===== src/rtl/cam_pkg.sv =====
// Shared definitions for the camera frame-capture path.
//   cam_state_e        : sequencer states
//   QVGA_RGB565_BYTES  : bytes in one 320x240 RGB565 frame
//   DEFAULT_CLK_DIV    : default fifo_rclk half-period in clk cycles
//   DEFAULT_RST_CYCLES : default width of the FIFO pointer-reset pulses
//   cnt_width()        : width of a counter that counts 0..n-1 (never 0)
package cam_pkg;

    typedef enum logic [2:0] {
        IDLE,
        WRST,
        WAIT_HI,
        WAIT_FALL,
        WRITE,
        RRST,
        READ,
        DONE
    } cam_state_e;

    localparam int QVGA_RGB565_BYTES  = 153600;
    localparam int DEFAULT_CLK_DIV    = 4;
    localparam int DEFAULT_RST_CYCLES = 8;

    function automatic int cnt_width(input int n);
        return (n > 1) ? $clog2(n) : 1;
    endfunction

endpackage


===== src/rtl/cam_frame_seq_if.sv =====
// Byte stream from the frame sequencer toward the Wishbone-side buffer.
//   pix_data  : byte payload
//   pix_valid : pix_data holds a byte
//   pix_ready : consumer accepts the byte this cycle
//   pix_last  : final byte of the frame, qualified by pix_valid
// master = byte source (sequencer), slave = consumer.
interface cam_frame_seq_if;

    logic [7:0] pix_data;
    logic       pix_valid;
    logic       pix_ready;
    logic       pix_last;

    modport master (
        output pix_data,
        output pix_valid,
        output pix_last,
        input  pix_ready
    );

    modport slave (
        input  pix_data,
        input  pix_valid,
        input  pix_last,
        output pix_ready
    );

endinterface


===== src/rtl/cam_vsync_sync.sv =====
// Brings the asynchronous camera VSYNC into the clk domain and flags edges.
//   clk, reset : system clock, synchronous active-high reset
//   vsync      : raw camera VSYNC
//   vs_lvl     : synchronized level
//   vs_rise    : one-cycle pulse on a synchronized 0->1 transition
//   vs_fall    : one-cycle pulse on a synchronized 1->0 transition
// Latency from raw edge to pulse is two clk cycles; a consumer registering
// on the pulse therefore reacts on the third edge.
module cam_vsync_sync (
    input  logic clk,
    input  logic reset,
    input  logic vsync,
    output logic vs_lvl,
    output logic vs_rise,
    output logic vs_fall
);

    logic [1:0] sync_reg;
    logic       prev_reg;

    always_ff @(posedge clk) begin
        if (reset) begin
            sync_reg <= 2'b00;
            prev_reg <= 1'b0;
        end else begin
            sync_reg <= {sync_reg[0], vsync};
            prev_reg <= sync_reg[1];
        end
    end

    assign vs_lvl  = sync_reg[1];
    assign vs_rise =  sync_reg[1] & ~prev_reg;
    assign vs_fall = ~sync_reg[1] &  prev_reg;

endmodule


===== src/rtl/cam_frame_seq.sv =====
// Frame-capture sequencer for the camera + AL422 FIFO path.
// On start: pulse the FIFO write-pointer reset, wait for a full VSYNC-low
// period and enable FIFO writes for exactly that frame, pulse the read-pointer
// reset, then clock FRAME_BYTES bytes out of the FIFO into a valid/ready
// byte stream.
//   clk, reset    : system clock, synchronous active-high reset
//   start         : capture request (honoured only when idle)
//   abort         : return to idle on the next cycle from any state
//   vsync         : raw camera VSYNC
//   fifo_din      : AL422 read data
//   fifo_we_n     : AL422 write enable (active low)
//   fifo_wrst_n   : AL422 write-pointer reset (active low)
//   fifo_rrst_n   : AL422 read-pointer reset (active low)
//   fifo_oe_n     : AL422 output enable (active low)
//   fifo_rclk     : AL422 read clock
//   pix           : byte stream toward the buffer (master side)
//   busy          : high whenever a sequence is in progress
//   done          : one-cycle pulse after the last byte is accepted
// Every FIFO-facing output is a register decoded from the next state, so the
// pins are glitch-free and follow the state with no extra latency.
module cam_frame_seq
    import cam_pkg::*;
#(
    parameter int CLK_DIV     = DEFAULT_CLK_DIV,
    parameter int FRAME_BYTES = QVGA_RGB565_BYTES,
    parameter int RST_CYCLES  = DEFAULT_RST_CYCLES
) (
    input  logic            clk,
    input  logic            reset,
    input  logic            start,
    input  logic            abort,
    input  logic            vsync,
    input  logic [7:0]      fifo_din,
    output logic            fifo_we_n,
    output logic            fifo_wrst_n,
    output logic            fifo_rrst_n,
    output logic            fifo_oe_n,
    output logic            fifo_rclk,
    cam_frame_seq_if.master pix,
    output logic            busy,
    output logic            done
);

    localparam int BW = $clog2(FRAME_BYTES + 1);
    localparam int RW = cnt_width(RST_CYCLES);
    localparam int DW = cnt_width(CLK_DIV);

    localparam logic [BW-1:0] LAST_IDX = BW'(FRAME_BYTES - 1);
    localparam logic [RW-1:0] RST_MAX  = RW'(RST_CYCLES - 1);
    localparam logic [DW-1:0] DIV_MAX  = DW'(CLK_DIV - 1);

    cam_state_e    state_reg, state_next;
    logic [RW-1:0] rst_cnt_reg, rst_cnt_next;
    logic [DW-1:0] div_reg, div_next;
    logic [BW-1:0] byte_cnt_reg, byte_cnt_next;
    logic          rclk_reg, rclk_next;
    logic          pix_valid_reg, pix_valid_next;
    logic [7:0]    pix_data_reg, pix_data_next;
    logic          we_n_reg, we_n_next;
    logic          wrst_n_reg, wrst_n_next;
    logic          rrst_n_reg, rrst_n_next;
    logic          oe_n_reg, oe_n_next;
    logic          busy_reg, busy_next;
    logic          done_reg, done_next;

    logic vs_lvl, vs_rise, vs_fall;
    logic handshake;
    logic stalled;

    cam_vsync_sync u_vsync_sync (
        .clk     (clk),
        .reset   (reset),
        .vsync   (vsync),
        .vs_lvl  (vs_lvl),
        .vs_rise (vs_rise),
        .vs_fall (vs_fall)
    );

    assign handshake = pix_valid_reg & pix.pix_ready;
    // A byte is waiting on the consumer: rclk and its divider hold still so
    // the FIFO is not advanced past an unaccepted byte.
    assign stalled   = pix_valid_reg & ~pix.pix_ready;

    always_ff @(posedge clk) begin
        if (reset) begin
            state_reg     <= IDLE;
            rst_cnt_reg   <= '0;
            div_reg       <= '0;
            byte_cnt_reg  <= '0;
            rclk_reg      <= 1'b0;
            pix_valid_reg <= 1'b0;
            pix_data_reg  <= 8'h00;
            we_n_reg      <= 1'b1;
            wrst_n_reg    <= 1'b1;
            rrst_n_reg    <= 1'b1;
            oe_n_reg      <= 1'b1;
            busy_reg      <= 1'b0;
            done_reg      <= 1'b0;
        end else begin
            state_reg     <= state_next;
            rst_cnt_reg   <= rst_cnt_next;
            div_reg       <= div_next;
            byte_cnt_reg  <= byte_cnt_next;
            rclk_reg      <= rclk_next;
            pix_valid_reg <= pix_valid_next;
            pix_data_reg  <= pix_data_next;
            we_n_reg      <= we_n_next;
            wrst_n_reg    <= wrst_n_next;
            rrst_n_reg    <= rrst_n_next;
            oe_n_reg      <= oe_n_next;
            busy_reg      <= busy_next;
            done_reg      <= done_next;
        end
    end

    always_comb begin
        state_next     = state_reg;
        rst_cnt_next   = rst_cnt_reg;
        div_next       = div_reg;
        byte_cnt_next  = byte_cnt_reg;
        rclk_next      = rclk_reg;
        pix_valid_next = pix_valid_reg;
        pix_data_next  = pix_data_reg;

        case (state_reg)
            IDLE: begin
                if (start) begin
                    state_next   = WRST;
                    rst_cnt_next = '0;
                end
            end
            WRST: begin
                if (rst_cnt_reg == RST_MAX) begin
                    state_next   = WAIT_HI;
                    rst_cnt_next = '0;
                end else begin
                    rst_cnt_next = rst_cnt_reg + 1'b1;
                end
            end
            // Waiting for VSYNC high first means a frame already in progress
            // at start is skipped rather than captured partially.
            WAIT_HI: begin
                if (vs_lvl) begin
                    state_next = WAIT_FALL;
                end
            end
            WAIT_FALL: begin
                if (vs_fall) begin
                    state_next = WRITE;
                end
            end
            WRITE: begin
                if (vs_rise) begin
                    state_next = RRST;
                end
            end
            RRST: begin
                if (rst_cnt_reg == RST_MAX) begin
                    state_next   = READ;
                    rst_cnt_next = '0;
                end else begin
                    rst_cnt_next = rst_cnt_reg + 1'b1;
                end
            end
            READ: begin
                if (handshake) begin
                    pix_valid_next = 1'b0;
                    byte_cnt_next  = byte_cnt_reg + 1'b1;
                    if (byte_cnt_reg == LAST_IDX) begin
                        state_next = DONE;
                    end
                end
                if (!stalled) begin
                    if (div_reg == DIV_MAX) begin
                        div_next  = '0;
                        rclk_next = ~rclk_reg;
                        // Data was launched by the preceding rclk rise and
                        // has had a full high phase to settle.
                        if (rclk_reg) begin
                            pix_data_next  = fifo_din;
                            pix_valid_next = 1'b1;
                        end
                    end else begin
                        div_next = div_reg + 1'b1;
                    end
                end
            end
            DONE: begin
                state_next = IDLE;
            end
            default: begin
                state_next = IDLE;
            end
        endcase

        if (abort) begin
            state_next = IDLE;
        end

        // Read clock and stream are only alive inside READ; leaving it by any
        // path (completion or abort) parks them without a handshake.
        if (state_next != READ) begin
            rclk_next      = 1'b0;
            div_next       = '0;
            pix_valid_next = 1'b0;
        end
        if (state_next == IDLE) begin
            rst_cnt_next  = '0;
            byte_cnt_next = '0;
            pix_data_next = 8'h00;
        end

        we_n_next   = (state_next != WRITE);
        wrst_n_next = (state_next != WRST);
        rrst_n_next = (state_next != RRST);
        oe_n_next   = !((state_next == RRST) || (state_next == READ));
        busy_next   = (state_next != IDLE);
        done_next   = (state_next == DONE);
    end

    assign fifo_we_n     = we_n_reg;
    assign fifo_wrst_n   = wrst_n_reg;
    assign fifo_rrst_n   = rrst_n_reg;
    assign fifo_oe_n     = oe_n_reg;
    assign fifo_rclk     = rclk_reg;
    assign busy          = busy_reg;
    assign done          = done_reg;
    assign pix.pix_data  = pix_data_reg;
    assign pix.pix_valid = pix_valid_reg;
    assign pix.pix_last  = pix_valid_reg && (byte_cnt_reg == LAST_IDX);

endmodule


===== src/flat_wrapper.sv =====
// flat-port wrapper written by rule: the top's interface ports become plain ports
module cam_frame_seq_flat import cam_pkg::*;
#(
    parameter int CLK_DIV     = DEFAULT_CLK_DIV,
    parameter int FRAME_BYTES = QVGA_RGB565_BYTES,
    parameter int RST_CYCLES  = DEFAULT_RST_CYCLES
)
  (clk, reset, start, abort, vsync, fifo_din, fifo_we_n, fifo_wrst_n, fifo_rrst_n, fifo_oe_n, fifo_rclk, busy, done, pix_pix_data, pix_pix_valid, pix_pix_last, pix_pix_ready);
  cam_frame_seq_if pix_i ();
  input  logic clk;
  input  logic reset;
  input  logic start;
  input  logic abort;
  input  logic vsync;
  input  logic [7:0] fifo_din;
  output logic fifo_we_n;
  output logic fifo_wrst_n;
  output logic fifo_rrst_n;
  output logic fifo_oe_n;
  output logic fifo_rclk;
  output logic busy;
  output logic done;
  output wire logic [$bits(pix_i.pix_data)-1:0] pix_pix_data;
  output wire logic [$bits(pix_i.pix_valid)-1:0] pix_pix_valid;
  output wire logic [$bits(pix_i.pix_last)-1:0] pix_pix_last;
  input wire logic [$bits(pix_i.pix_ready)-1:0] pix_pix_ready;
  assign pix_pix_data = pix_i.pix_data;
  assign pix_pix_valid = pix_i.pix_valid;
  assign pix_pix_last = pix_i.pix_last;
  assign pix_i.pix_ready = pix_pix_ready;
  cam_frame_seq #(.CLK_DIV(CLK_DIV), .FRAME_BYTES(FRAME_BYTES), .RST_CYCLES(RST_CYCLES)) u_core (.clk(clk), .reset(reset), .start(start), .abort(abort), .vsync(vsync), .fifo_din(fifo_din), .fifo_we_n(fifo_we_n), .fifo_wrst_n(fifo_wrst_n), .fifo_rrst_n(fifo_rrst_n), .fifo_oe_n(fifo_oe_n), .fifo_rclk(fifo_rclk), .pix(pix_i), .busy(busy), .done(done));
endmodule

===== config.mk =====
export PLATFORM = sky130hd
export DESIGN_NAME = cam_frame_seq_flat
export DESIGN_NICKNAME = d
export VERILOG_FILES = /design/src/rtl/cam_pkg.sv /design/src/rtl/cam_frame_seq_if.sv /design/src/rtl/cam_vsync_sync.sv /design/src/rtl/cam_frame_seq.sv /design/src/flat_wrapper.sv
export SDC_FILE = /design/constraint.sdc
export NUM_CORES = 1
export LEC_CHECK = 0
export ABC_AREA = 1
export CAP_MARGIN = 20
export CORE_MARGIN = 2
export CORE_UTILIZATION = 55
export DETAILED_ROUTE_END_ITERATION = 12
export GPL_TIMING_DRIVEN = 0
export PLACE_DENSITY = 0.8
export RECOVER_POWER = 25
export SLEW_MARGIN = 25
export SYNTH_ARGS = -nofsm -noshare
export SYNTH_HDL_FRONTEND = slang
export SYNTH_HIERARCHICAL = 1
export SYNTH_SLANG_ARGS = --single-unit

===== constraint.sdc =====
create_clock -name clk -period 2.65 [get_ports clk]
set_input_delay 0.795 -clock clk [delete_from_list [all_inputs] [get_ports clk]]
set_output_delay 0.795 -clock clk [all_outputs]
set_load 0.05 [all_outputs]

==> Word-level counts from Yosys, hierarchy flattened <==
Index checks and enable logic that the tools add are counted.
{ "op_classes": {"n_addsub": 3, "bitwise": 9, "mux": 18, "n_reduce_logical": 15, "n_eq_ne": 18} }
{ "op_table": {"columns": ["cell", "count"], "rows": [
  ["2-to-1 mux 3 bit", 11],
  ["== test 3 bit (second input constant)", 8],
  ["case mux 3 bit (8 select lines)", 1],
  ["adder 18 x 1 -> 18 bit (second input constant)", 1],
  ["== test 18 bit (second input constant)", 1],
  ["!= test 3 bit (second input constant)", 3],
  ["== test 3 x 2 -> 1 bit (second input constant)", 2],
  ["logical NOT 3 bit", 2],
  ["case mux 3 bit (2 select lines)", 1],
  ["AND reduction 2 bit", 3],
  ["OR reduction 2 bit", 3],
  ["inverter 1 bit", 5],
  ["bitwise AND 1 bit", 4],
  ["2-to-1 mux 1 bit", 4],
  ["AND reduction 4 bit", 1],
  ["adder 3 x 1 -> 3 bit (second input constant)", 1],
  ["== test 3 x 1 -> 1 bit (second input constant)", 1],
  ["!= test 3 x 1 -> 1 bit (second input constant)", 1],
  ["AND reduction 3 bit", 1],
  ["nonzero test 3 bit", 1],
  ["adder 2 x 1 -> 2 bit (second input constant)", 1],
  ["== test 2 bit (second input constant)", 1],
  ["2-to-1 mux 2 bit", 1],
  ["!= test 2 bit (second input constant)", 1],
  ["other kinds (4)", 4]
]} }
{ "totals": {"wordCells": 78, "out_inout_bits": 17, "input_bits": 14, "ff_bits": 45} }

==> Longest topological paths before layout <==
{ "logic_depth": {"depth_word": 8, "ltp_mapped": 13, "depth_no_buf": 12} }

==> Modules after synthesis <==
Netlist, hierarchy kept.
{ "modules_own_cells": {"columns": ["module", "seq_area_each_um2", "area_per_inst_um2", "cells_each", "instances"], "rows": [
  ["cam_frame_seq", 840.8, 2142.1, 295, 1],
  ["cam_vsync_sync", 60.1, 93.8, 12, 1]
]} }

==> Worst setup path after synthesis <==
Ideal clock, no wire load.
{ "synth_path": {"kind": "reg2out", "from": "reg u_core.byte_cnt_reg[0]", "to": "out pix_pix_last", "arrival_time_ns": 1.604, "path_buffers": 0, "t_required_ns": 1.855, "path_slack_ns": 0.251, "path_stages_with_launch": 6, "cell_sequence": "dfxtp_1 ha_1 inv_1 nor3_1 nand4_1 nor2_1"} }
{ "synth_between": {"elab_chain_cells": 2} }
{ "synth_lines": {"columns": ["element", "line_no", "rtl"], "rows": [
  ["start: declaration", "cam_frame_seq.sv:55", "logic [BW-1:0] byte_cnt_reg, byte_cnt_next;"],
  ["start signal: assignment", "cam_frame_seq.sv:103", "byte_cnt_reg <= byte_cnt_next;"],
  ["== test 18 bit", "cam_frame_seq.sv:230", "assign pix.pix_last = pix_valid_reg && (byte_cnt_reg == LAST_IDX);"],
  ["logical AND 1 bit", "cam_frame_seq.sv:230", null],
  ["end: declaration", "flat_wrapper.sv:25", "output wire logic [$bits(pix_i.pix_last)-1:0] pix_pix_last;"]
]} }
Every way passes these cells.

==> Worst setup path in the final report <==
{ "layout_path": {"from": "in pix_pix_ready", "to": "reg u_core.byte_cnt_reg[8]"} }
{ "layout_between": {"elab_chain_cells": 6, "word_cells_on_any_way": 7, "cone_classes": "mux (3); bitwise (1); reduce/logical (3)"} }
{ "layout_lines": {"columns": ["element", "line_no", "rtl"], "rows": [
  ["start: declaration", "flat_wrapper.sv:26", "input wire logic [$bits(pix_i.pix_ready)-1:0] pix_pix_ready;"],
  ["bitwise AND 1 bit *", "cam_frame_seq.sv:79", "assign handshake = pix_valid_reg & pix.pix_ready;"],
  ["2-to-1 mux 3 bit", "cam_frame_seq.sv:166", "if (handshake) begin"],
  ["case mux 3 bit (8 select lines)", "cam_frame_seq.sv:125", "case (state_reg)"],
  ["2-to-1 mux 3 bit", "cam_frame_seq.sv:196", "if (abort) begin"],
  ["logical NOT 3 bit", "cam_frame_seq.sv:207", "if (state_next == IDLE) begin"],
  ["OR reduction 2 bit (no line)", null, null]
]} }
Mark *: on every way between the ends. The rest lies on a longest branch, timed or not.
A chain may end at the register's enable or synchronous reset.

==> parameters.txt <==
Parameter                              Value

Cells and area
  Area overhead of the layout relative to synthesis    19.9%
  Max reg flops    18
  Footprint of the multi-input gates    0.00111 mm²
  Most frequent cells in the layout    68 x sky130_fd_sc_hd__nand2_1, 44 x sky130_fd_sc_hd__dfxtp_1, 42 x sky130_fd_sc_hd__nor2_1, 36 x sky130_fd_sc_hd__inv_1, 26 x sky130_fd_sc_hd__clkdlybuf4s50_1
  Layout cells sized above 1    0.0783
  Final core utilization    0.680
  Leading cell type in the layout, fill and taps excluded    sky130_fd_sc_hd__nand2_1
  Layout fillers    371
  Antenna cell count    0
  Area of all sequential standard cells    902 µm²
  Count of nets after finishing    362

STA
  Endpoints failing setup    0
  Final Slew Violations    0
  Share of the clock period used by the worst path    0.924
  Unrepaired setup endpoints after global routing    no
  Shortest clock period the worst path allows after layout    2450 ps
  Endpoints failing hold    0
  Accumulated negative setup slack    0 ps
  Least-Margin Pin Slew    about 500 ps
  Max-Slew Margin vs Limit    0.658
  Clock Skew    5.83 ps
  Fmax    slightly above 400 MHz

Clocking
  Count of hold-fix buffers inserted at cts    0
  H-Tree Depth    2
  CTS Buf Count    5
  Maximum root-to-sink buffer count    2
  Count of clock tree sinks    45
  Clock tree from TritonCTS    done
  Clock-pin slew of the registers on the worst-case setup and hold paths    80 ps
  CTS root buf    sky130_fd_sc_hd__clkbuf_8
  Clk Latency, worst-skew pair    roughly 300 ps

Critical path
  Worst path depth    8
  Origin of the critical flop-to-flop path    u_core/rst_cnt_reg[0]
  CP Buf/Inv Count    2
  Worst R2R Path Depth    12
  Category of cells accounting for the largest share of critical-path delay    simple AND/OR/NAND/NOR gates
  WP data arrival    around 2700 ps
  Max FO, Critical Path    10
  Worst flop-to-flop path endpoint    u_core/byte_cnt_reg[17]
  FF-to-FF setup slack    640 ps
  Chain of cells forming the critical path    dlygate4sd3_1 > nand2_1 > nor2_1 > nand3_1 > nand3_1 > nand3_1 > clkbuf_2 > a21boi_1
  Worst setup SP type    input port
  Worst setup path class    in2reg
  Critical Path Source    pix_pix_ready
  Required time reported for the critical path endpoint    2880 ps
  Slowest stage cell, crit path    sky130_fd_sc_hd__dlygate4sd3_1
  Timing endpoint of the critical path    u_core/byte_cnt_reg[8]
  Most Frequent Cell on Critical Path    sky130_fd_sc_hd__nand3_1
  Capturing element type of the critical path    flip-flop
  Max stage delay on crit path    roughly 560 ps

Logic synthesis
  Synth top area share    0.403
  Seq/Total Area, Yosys    0.403
  Top cells by area, synth    sky130_fd_sc_hd__dfxtp_1 40%, sky130_fd_sc_hd__nand2_1 11%, sky130_fd_sc_hd__nor2_1 6.9%
  Synthesized net count    325
  Number of cells produced by synthesis    between 300 and 400
  Syn Std Cell Area    0.00224 mm²
  Post-Syn Area per Cell    7.28 µm²
  Library cells used by synthesis    30
  Cell taking the most area after synthesis    sky130_fd_sc_hd__dfxtp_1
  Yosys warnings    6
  Register bit total from synthesis    45

Route
  Post-detailed-routing wire length    4860 µm
  DR DRC count    0
  Iter 0 DRT Violations    about 140
  Total via count after detailed routing    2031
  Vias per cell    approximately 5.1
  TritonRoute pass-1 iters    5
  Post-DRT Antenna Nets    0
  Post-detailed-route wirelength per cell    12.3 µm

Floorplan
  Die Span Y    67.8 µm
  Site row count    23
  Die footprint    0.00459 mm²
  Core region area    0.00394 mm²
  Floorplan die width    67.8 µm
  Number of top-level design ports    31
  Starting utilization of the core area    0.567

Power
  Combinational Power Share    0.049
  IR Drop Worst-Case VDD    0.000269 V
  Switching component of the power    0.262 mW
  Post-layout total power    1.20 mW
  Switching Share    0.217
  Ratio of total power to cell area    449 mW/mm²
  Internal portion of total power    0.943 mW
  Leakage power    1.05 nW
  Clock network fraction of design power    0.385
  Sequential fraction of design power    0.566

GRT
  Total Routing Usage GR    0.246
  First-pass GRT wire length    8410 µm
  Aggregate global routing overflow    0
  Number of global-route vias before repair    between 1500 and 2000
  Maximum number of pins on one net before global-route repair    14
  Initial antenna violation count    0

Placement
  Placer congestion estimate    0.862
  Estimated wirelength of the detail-placed design    3540 µm
  Count of buffers inserted at the top-level ports    30

Run
  Number of violations of the max-capacitance limit    0

Run status
  Run status    finished clean

Hold path
  Hold WC Path Type    reg2reg
  Worst hold start    u_core/u_vsync_sync/sync_reg[0]
logic make-up (layout without fill, tap and decap cells):
group	after synthesis	count (layout)	share of synthesized area
DFF	45	45	0.403
adders and majority gates	4	4	0.0224
and+or+nand+nor	146	146	0.289
xor gates and xnor gates	10	10	0.0392
muxes	1	1	0.00448
AOI/OAI and AO/OA	55	55	0.149
buffers and inverters	46	84	0.0935
final cells by class:
class | count | area share
Sequential cell | 45 | 0.337
Inverter | 39 | 0.0546
Clock inverter | 1 | 0.00187
Timing Repair Buffer | 30 | 0.111
Clock buffer | 7 | 0.0359
Multi-Input combinational cell | 216 | 0.416
Buffer | 7 | 0.0210
Tap cell | 50 | 0.0233
timing repair:
item	in CTS	in global routing
setup endpoints to repair	1	1
pin swaps	0	0
gates resized for setup	5	3
buffers inserted	0	0
power by group through the flow:
stage / Sequential, mW / Combinational, mW / Clock [mW]
after floorplan: 0.703 / 0.0265 / 0
after global placement: 0.698 / 0.0608 / 0
after detailed placement: 0.698 / 0.0616 / 0
after CTS: 0.682 / 0.0620 / 0.475
after global routing: 0.683 / 0.0652 / 0.504
final: 0.682 / 0.0589 / 0.463
cells in the mapped netlist:
cell type                  count
sky130_fd_sc_hd__nand2_1      68
sky130_fd_sc_hd__a21boi_1      9
sky130_fd_sc_hd__nor2_4        2
sky130_fd_sc_hd__nand4_1       6
sky130_fd_sc_hd__o21ai_1       2
sky130_fd_sc_hd__nor3_1        8
sky130_fd_sc_hd__buf_6         4
sky130_fd_sc_hd__nand3_1      12
sky130_fd_sc_hd__inv_1        36
sky130_fd_sc_hd__a22o_1        2
sky130_fd_sc_hd__nor3b_1       2
sky130_fd_sc_hd__xor2_1        5
sky130_fd_sc_hd__nand2_4       1
sky130_fd_sc_hd__o21ai_2       2
sky130_fd_sc_hd__nand2_2       1
sky130_fd_sc_hd__nor2_1       41
sky130_fd_sc_hd__a21oi_1      24
sky130_fd_sc_hd__xnor2_1       5
sky130_fd_sc_hd__buf_2         2
sky130_fd_sc_hd__inv_2         2
sky130_fd_sc_hd__clkinv_1      1
sky130_fd_sc_hd__nand3b_1      1
sky130_fd_sc_hd__ha_1          4
sky130_fd_sc_hd__o21ai_0       8
sky130_fd_sc_hd__dfxtp_1      45
sky130_fd_sc_hd__nand3_2       3
sky130_fd_sc_hd__a21boi_0      8
sky130_fd_sc_hd__nor2_2        1
sky130_fd_sc_hd__mux2i_1       1
sky130_fd_sc_hd__buf_4         1
how the worst min path moves through the flow:
| stage | endpoint | depth (start not counted) |
|---|---|---|
| floorplan | u_core/u_vsync_sync/sync_reg[1] | 2 |
| global placement | u_core/u_vsync_sync/sync_reg[1] | 2 |
| detailed placement | u_core/u_vsync_sync/sync_reg[1] | 2 |
| CTS | u_core/u_vsync_sync/sync_reg[1] | 2 |
| global route | u_core/u_vsync_sync/sync_reg[1] | 2 |
| finish | u_core/u_vsync_sync/sync_reg[1] | 2 |
layer usage:
metal  track usage  up-vias  part of all wire
met5             0        -                 0
met4        0.0944        0             0.012
met3        0.0650        5             0.053
met2         0.392       55              0.47
met1         0.316      913              0.46
li1              -     1058                 -
through the flow:
step                      worst slack, ps  instance area (µm²)  instances  hold slack [ps]
after floorplan                       251                 2240        307              388
after CTS                            52.9                 2700        395              436
final                                 203                 2680        395              424
after detailed placement             -160                 2600        387              422
after global routing                 43.0                 2680        395              448
after global placement               -174                 2600        387              394
worst register-to-register path: cells and delay by family (launching register included):
kind                       cells  cell delay, ps
DFF                            1             360
buffers and inverters          3             370
and+or+nand+nor                7             880
adders and majority gates      2             290
(Power assumes the default switching activity.)
